**src/rtl/int_sched.sv**
```systemverilog
// Interrupt scheduler for the execute stage: captures request edges, applies
// mask and fixed priority, injects one-hot vectors and tracks nesting via RET.
module int_sched #(
    parameter int unsigned MAX_NEST  = 4,
    parameter logic [2:0]  ST_BRANCH = 3'd5,
    parameter logic [4:0]  OP_RET    = 5'b01110
) (
    input  logic       CLK,
    input  logic       RST,
    input  logic [3:0] IRQ_REQ,
    input  logic       MASK_WE,
    input  logic [3:0] MASK_IN,
    input  logic       GLOBAL_EN,
    input  logic [2:0] STAGE_STATE,
    input  logic [4:0] OPCD_IN,
    output logic [3:0] INTERRUPT,
    output logic [3:0] PENDING,
    output logic [3:0] IN_SERVICE,
    output logic [2:0] NEST_DEPTH,
    output logic       RET_UNDERFLOW
);

    logic [3:0] prev;
    logic [3:0] mask;
    logic [3:0] pending_q;
    logic [3:0] in_service_q;
    logic [2:0] depth_q;
    logic       underflow_q;
    logic       in_branch_q;
    logic [1:0] id_stack [MAX_NEST];

    logic       slot;
    logic       ret;
    logic       accept;
    logic       preempt_ok;
    logic       depth_ok;
    logic [3:0] edges;
    logic [3:0] eligible;
    logic [3:0] win_onehot;
    logic [3:0] isv_low;
    logic [3:0] pop_mask;
    logic [1:0] win_id;
    logic [1:0] top_id;

    // Only the first cycle of a BRANCH_JUMP visit is a slot, so a stage that
    // lingers in that state still sees a single evaluation per pass.
    assign slot  = RST && (STAGE_STATE == ST_BRANCH) && !in_branch_q;
    assign ret   = slot && (OPCD_IN == OP_RET);
    assign edges = IRQ_REQ & ~prev;

    assign eligible   = GLOBAL_EN ? (pending_q & mask) : '0;
    assign win_onehot = eligible & (~eligible + 4'd1);
    assign isv_low    = in_service_q & (~in_service_q + 4'd1);

    // Both operands are one-hot, so a lower index is a numerically smaller value.
    assign preempt_ok = (in_service_q == '0) || (win_onehot < isv_low);
    assign depth_ok   = 32'(depth_q) < MAX_NEST;
    assign accept     = slot && !ret && (eligible != '0) && preempt_ok && depth_ok;

    always_comb begin
        win_id = '0;
        case (win_onehot)
            4'b0010: win_id = 2'd1;
            4'b0100: win_id = 2'd2;
            4'b1000: win_id = 2'd3;
            default: win_id = 2'd0;
        endcase
    end

    always_comb begin
        top_id = '0;
        for (int unsigned i = 0; i < MAX_NEST; i++) begin
            if (32'(depth_q) == i + 1) begin
                top_id = id_stack[i];
            end
        end
    end

    assign pop_mask = 4'b0001 << top_id;

    always_ff @(posedge CLK) begin
        if (!RST) begin
            prev         <= '0;
            mask         <= '1;
            pending_q    <= '0;
            in_service_q <= '0;
            depth_q      <= '0;
            underflow_q  <= 1'b0;
            in_branch_q  <= 1'b0;
            for (int unsigned i = 0; i < MAX_NEST; i++) begin
                id_stack[i] <= '0;
            end
        end else begin
            prev        <= IRQ_REQ;
            in_branch_q <= (STAGE_STATE == ST_BRANCH);
            if (MASK_WE) begin
                mask <= MASK_IN;
            end
            // A new edge in the acceptance cycle re-arms the bit.
            pending_q <= (pending_q & ~INTERRUPT) | edges;
            if (accept) begin
                in_service_q <= in_service_q | win_onehot;
                depth_q      <= depth_q + 3'd1;
                for (int unsigned i = 0; i < MAX_NEST; i++) begin
                    if (32'(depth_q) == i) begin
                        id_stack[i] <= win_id;
                    end
                end
            end else if (ret) begin
                if (depth_q != '0) begin
                    in_service_q <= in_service_q & ~pop_mask;
                    depth_q      <= depth_q - 3'd1;
                end else begin
                    underflow_q <= 1'b1;
                end
            end
        end
    end

    assign INTERRUPT     = accept ? win_onehot : '0;
    assign PENDING       = pending_q;
    assign IN_SERVICE    = in_service_q;
    assign NEST_DEPTH    = depth_q;
    assign RET_UNDERFLOW = underflow_q;

endmodule

```
**config.mk**
```make
export PLATFORM = sky130hd
export DESIGN_NAME = int_sched
export DESIGN_NICKNAME = d
export VERILOG_FILES = /design/src/rtl/int_sched.sv
export SDC_FILE = /design/constraint.sdc
export NUM_CORES = 1
export LEC_CHECK = 0
export CORE_MARGIN = 3
export CORE_UTILIZATION = 45
export CTS_CLUSTER_DIAMETER = 30
export DETAILED_ROUTE_END_ITERATION = 10
export PLACE_DENSITY_LB_ADDON = 0.08
export SLEW_MARGIN = 20
export SYNTH_ARGS = -nofsm -noshare
export SYNTH_HDL_FRONTEND = slang
export SYNTH_SLANG_ARGS = --single-unit
export TNS_END_PERCENT = 30
```
**constraint.sdc**
```tcl
create_clock -name CLK -period 4.3 [get_ports CLK]
set_input_delay 0.86 -clock CLK [delete_from_list [all_inputs] [get_ports CLK]]
set_output_delay 0.86 -clock CLK [all_outputs]
set_load 0.05 [all_outputs]
```
=== Yosys cells after proc, flatten, opt, wreduce, memory -nomap -nowiden ===
Memory sizes are Yosys's and may differ from the RTL's.
Index checks and enable logic that the tools add are counted.

* ROM bits: 0
* Flip-flop bits (word level): 21
* Bits in latches: 0
* Word-level logic and storage cells: 95
* Memories: 1
* Output and inout bits: 16
* Input bits: 20
* RAM bits: 8

{| class="wikitable"
|+ Memory list
! memory !! depth !! bits a word !! read ports !! clocked after Yosys merged registers in !! write ports !! line !! text
|-
| id_stack || 4 || 2 || 4 || 0 || 4 || 30 || <nowiki>logic [1:0] id_stack [MAX_NEST];</nowiki>
|}

* Order comparisons: 2
* Bitwise operators: 19
* Eq/ne operators: 9
* Div/mod/pow operators: 0
* Mux-type cells: 34
* Add/subtract/negate cells: 4
* Multipliers: 0
* Shift operators: 1
* Reduce and logical (&&, ||, !) cells: 18

{| class="wikitable"
|+ Operator list
! kind !! count
|-
| bitwise AND 4 bit || 6
|-
| 2-to-1 mux 4 bit || 5
|-
| inverter 4 bit || 5
|-
| 2-to-1 mux 1 bit || 17
|-
| 2-to-1 mux 2 bit || 8
|-
| 2-to-1 mux 3 bit || 3
|-
| adder 4 x 1 -> 4 bit (second input constant) || 2
|-
| bitwise OR 4 bit || 2
|-
| logical AND 1 bit || 7
|-
| == test 3 x 2 -> 1 bit (second input constant) || 2
|-
| == test 3 bit (second input constant) || 2
|-
| case mux 2 bit (3 select lines) || 1
|-
| == test 5 x 4 -> 1 bit (second input constant) || 1
|-
| == test 4 x 2 -> 1 bit (second input constant) || 1
|-
| == test 4 x 3 -> 1 bit (second input constant) || 1
|-
| == test 4 bit (second input constant) || 1
|-
| zero test 4 bit || 1
|-
| less-than comparator 4 bit || 1
|-
| bitwise OR 1 bit || 4
|-
| nonzero test 2 bit || 2
|-
| nonzero test 4 bit || 1
|-
| << shifter 1 x 2 -> 4 bit (first input constant) || 1
|-
| adder 3 x 1 -> 3 bit (second input constant) || 1
|-
| == test 3 x 1 -> 1 bit (second input constant) || 1
|-
| other kinds (9) || 11
|}

=== Logic depth before layout (Yosys ltp) ===
* Depth after elaboration: 13
* Depth in mapped cells: 13
* Gate-level depth less buffers: 10

=== Worst setup path after synthesis ===
No wires, ideal clock.

* Path kind: input -> output
* From: input port GLOBAL_EN
* To: output port INTERRUPT[0]
* Stages on the path: 13
* Data arrival time: 3.483 ns
* Setup slack: -0.043 ns
* Required time: 3.440 ns
* Path buffers: 3
* Cells stage by stage: a21bo_4 > or2_2 > clkbuf_1 > inv_1 > ha_1 > nand2_1 > o221ai_1 > a31oi_2 > a21oi_1 > nand2b_1 > buf_6 > buf_6 > nor2_1

* Cells in the longest elaborated chain, start to end: 9
* Elaborated cells on any way between the ends: 11
* Classes of those cells: add/sub (1); order compare (1); mux (2); bitwise (2); reduce/logical (5)

{| class="wikitable"
|+ Ends and longest elaborated chain
! element !! line !! text
|-
| from (decl) || 13 || <nowiki>input logic GLOBAL_EN,</nowiki>
|-
| 2-to-1 mux 4 bit * || 51 || <nowiki>assign eligible = GLOBAL_EN ? (pending_q & mask) : '0;</nowiki>
|-
| inverter 4 bit || 52 || <nowiki>assign win_onehot = eligible & (~eligible + 4'd1);</nowiki>
|-
| adder 4 x 1 -> 4 bit || 52 ||
|-
| bitwise AND 4 bit || 52 ||
|-
| less-than comparator 4 bit || 56 || <nowiki>assign preempt_ok = (in_service_q == '0) || (win_onehot < isv_low);</nowiki>
|-
| logical OR 1 bit || 56 ||
|-
| logical AND 1 bit (2 in a row) || 58 || <nowiki>assign accept = slot && !ret && (eligible != '0) && preempt_ok && depth_ok;</nowiki>
|-
| 2-to-1 mux 4 bit * || 120 || <nowiki>assign INTERRUPT = accept ? win_onehot : '0;</nowiki>
|-
| to (decl) || 16 || <nowiki>output logic [3:0] INTERRUPT,</nowiki>
|}

Mark *: on every way between the ends. The rest lies on a longest branch, timed or not.

=== Worst setup path in the final report ===
Same ends and word-level chain as after synthesis.

==> flow_metrics.tcl <==
set metrics [dict create \
    clock_sinks 29 \
    cap_viol_max_count 0 \
    cts_tree "done" \
    layout_min_cycle_time_ps 4120 \
    drcViolationCount 0 \
    status "finished, final reports clean" \
    synthCells 179 \
    power_frac_comb 0.156 \
    dpl.hpwl_um 3030 \
    synth_nets 207 \
    crit_arrival_ps 3260 \
    grt.overflow.total 0 \
    port_buffers 35 \
    pwr-share-clk 0.348 \
    initial_utilization 0.479 \
    swShare 0.260 \
    slowest_stage "clkdlybuf4s50_1" \
    via_count 1484 \
    postCtsSetupBuffers 0 \
    areaGrowthSynthToFinish_pct 35.8 \
    global_route.usage.total 0.209 \
    whs_ps 470 \
    num_rows 21 \
    ir_drop_mv 0.189 \
    ys_async_sr_fraction 0 \
    worstHoldStart "RET_UNDERFLOW$_SDFFE_PN0P_" \
    ys_seq_area_frac 0.401 \
    syn_area_mm2 0.00165 \
    antenna_cells 0 \
    setup-violations-final 0 \
    ios 36 \
    cts_made_buffers 5 \
    die_h_um 66.5 \
    clk_latency_ps 280 \
    yosys_most_used_dff "dfxtp_1" \
    crit_path_start "GLOBAL_EN" \
    syn_avg_cell_area_um2 9.21 \
    crit_type "in -> out" \
    p_sw_w 0.000156 \
    drive_gt1_frac 0.158 \
    cts_buffer_depth 2 \
    fmax_mhz 243 \
    place_area_mm2 0.00211 \
    core-area_mm2 0.00344 \
    report.final.hold_viol_count 0 \
    final_area_mm2 0.00224 \
    intPower_w 0.000444 \
    drtAntennaViolNets 0 \
    tightestPinTransition_ps 777 \
    drt-initial-drc-count 97 \
    dieArea_mm2 0.00442 \
    hp-class "reg -> reg" \
    fp.dieW_um 66.5 \
    p_seq_frac 0.496 \
    antenna_found_initial 0 \
    synth_edf_count 8 \
    dr.pass1.iters 4 \
    synth_warnings 0 \
    rsz0062_at_grt "false" \
    p_leak_nw 0.851 \
    r2r_start "PENDING[0]$_SDFF_PN0_" \
    worst_setup_path_start_kind "input port" \
    routedWlPerCell_um 14.9 \
    cts_root_buffer "clkbuf_8" \
    grt_max_degree 27 \
    gp_congestion 0.800 \
    finalMaxSlewViolations 0 \
    max_slew_margin 0.477 \
    viasPerCell 5.54 \
    final_util 0.650 \
    ctsHoldBuffers 0 \
    clk_pin_slew_ps 60 \
    htreeDepth 2 \
    yosysUniqueCellTypes 44 \
    finalCritPeriodShare 0.959 \
    n_fill_cell 292 \
    cp-end-kind "primary output" \
    routed_wl_um 3980 \
    clock_skew_ps 9.78 \
    cp_cell_sequence "clkdlybuf4s50_1, a21bo_4, or2_4, inv_2, ha_1, nand2_1, o221ai_2, o211ai_1, a21oi_2, nand2b_4, nor2_4, buf_12" \
    ys_ff_latch 29 \
    cp_slowest_stage_delay_ps 490 \
    grt_pass1_vias 1519 \
    nNetsFinal 249 \
    cp_max_fo 5 \
    p_per_area_mw_per_mm2 268 \
    grt_first_pass_wirelength_um 6890 \
    cp.required_ps 3440 \
]
## path summary, 6_finish.rpt
kind	cells after the start	slack (ps)	endpoint
setup reg to reg	11	1540	id_stack[2][0]$_SDFFCE_PN0P_
hold / removal	1	470	RET_UNDERFLOW$_SDFFE_PN0P_
hold reg to reg	1	470	RET_UNDERFLOW$_SDFFE_PN0P_
setup / recovery	12	180	INTERRUPT[0]
## per-stage QoR
step                power, W  cells  setup slack [ps]  setup TNS, ps
detailed placement  0.000394    260             -69.2           -180
CTS                 0.000603    268              36.5              0
finish              0.000600    268               178              0
global placement    0.000391    260              17.8              0
global route        0.000630    268              56.3              0
floorplan           0.000354    179             -43.0           -172
## layout by cell type, fill, tap and decap left out, types with 5 or more instances in the layout
| cell | count |
|---|---|
| ha_1 | 8 |
| edfxtp_1 | 8 |
| buf_4 | 10 |
| clkbuf_8 | 5 |
| a211oi_1 | 9 |
| inv_1 | 8 |
| clkdlybuf4s50_1 | 31 |
| nand2b_1 | 10 |
| dfxtp_1 | 21 |
| a21oi_1 | 6 |
| nand2_1 | 27 |
| nor2_1 | 6 |
| o21ai_0 | 7 |
## state kept, by name, indices dropped and copies added (netlist names)
register	count
IN_SERVICE	4
NEST_DEPTH	3
PENDING	4
RET_UNDERFLOW	1
id_stack	8
in_branch_q	1
mask	4
prev	4
## repair_timing
action                                  in CTS  in global routing
gates resized for setup                      6                  8
pin swaps                                    1                  5
cloned                                       0                  0
hold endpoints to repair                     0                  0
endpoints found under the setup margin       4                  4
## critical path: cells and delay by family
family	cells	cell delay [ps]
and+or+nand+nor	4	730
adders and majority gates	1	230
buffers and inverters	3	700
AOI/OAI and AO/OA	4	730
## kinds of logic after synthesis
| family | count (synthesis) | synth area share |
|---|---|---|
| multiplexers | 4 | 0.0243 |
| flip-flops | 29 | 0.401 |
| buffers and inverters | 19 | 0.0600 |
| adder cells (fa/ha/maj) | 8 | 0.0607 |
| AO/OA/AOI/OAI | 45 | 0.213 |
| AND/OR/NAND/NOR | 74 | 0.241 |
## cell usage after synthesis, types with 2 or more instances
cell      instances  area [um2]
dfxtp_1          21         420
nand2_1          27         101
o21a_1            2        15.0
o2111a_1          2        22.5
o21ai_0           7        35.0
o221ai_1          3        26.3
nand3b_1          2        15.0
a31oi_1           4        25.0
a21oi_1           7        35.0
mux2i_1           4        40.0
and2_1            4        25.0
inv_1             9        33.8
a32o_1            3        30.0
nor4_1            2        12.5
a211oi_1          9        67.6
nor2b_1           4        25.0
edfxtp_1          8         240
buf_6             3        33.8
ha_1              8         100
clkbuf_1          5        18.8
nand3_1           3        15.0
nor2_1           10        37.5
nand2b_1         11        68.8
## cell type report
type | instances | area (um2) | share of cell area
Inverter | 9 | 33.8 | 0.0151
Clock inverter | 3 | 12.5 | 0.00559
Timing Repair Buffer | 45 | 465 | 0.208
Tap cell | 46 | 57.6 | 0.0257
Multi-Input combinational cell | 131 | 938 | 0.419
Sequential cell | 29 | 661 | 0.295
Clock buffer | 5 | 68.8 | 0.0308
## routing by layer
layer / wire [um] / vias to the layer above / GRT usage
met1: 1690 / 714 / 0.243
met4: 40 / 0 / 0.0558
li1: - / 730 / -
met3: 203 / 5 / 0.0590
met5: 0 / - / 0
met2: 2050 / 35 / 0.373
## power by group through the flow
stage	clock [W]	sequential [W]	combinational [W]
after global routing	0.000228	0.000299	0.000103
after floorplan	0	0.000313	0.0000408
after CTS	0.000214	0.000298	0.0000914
after detailed placement	0	0.000304	0.0000901
after global placement	0	0.000303	0.0000879
final	0.000209	0.000298	0.0000934
Power figures use the tool's default switching activity.
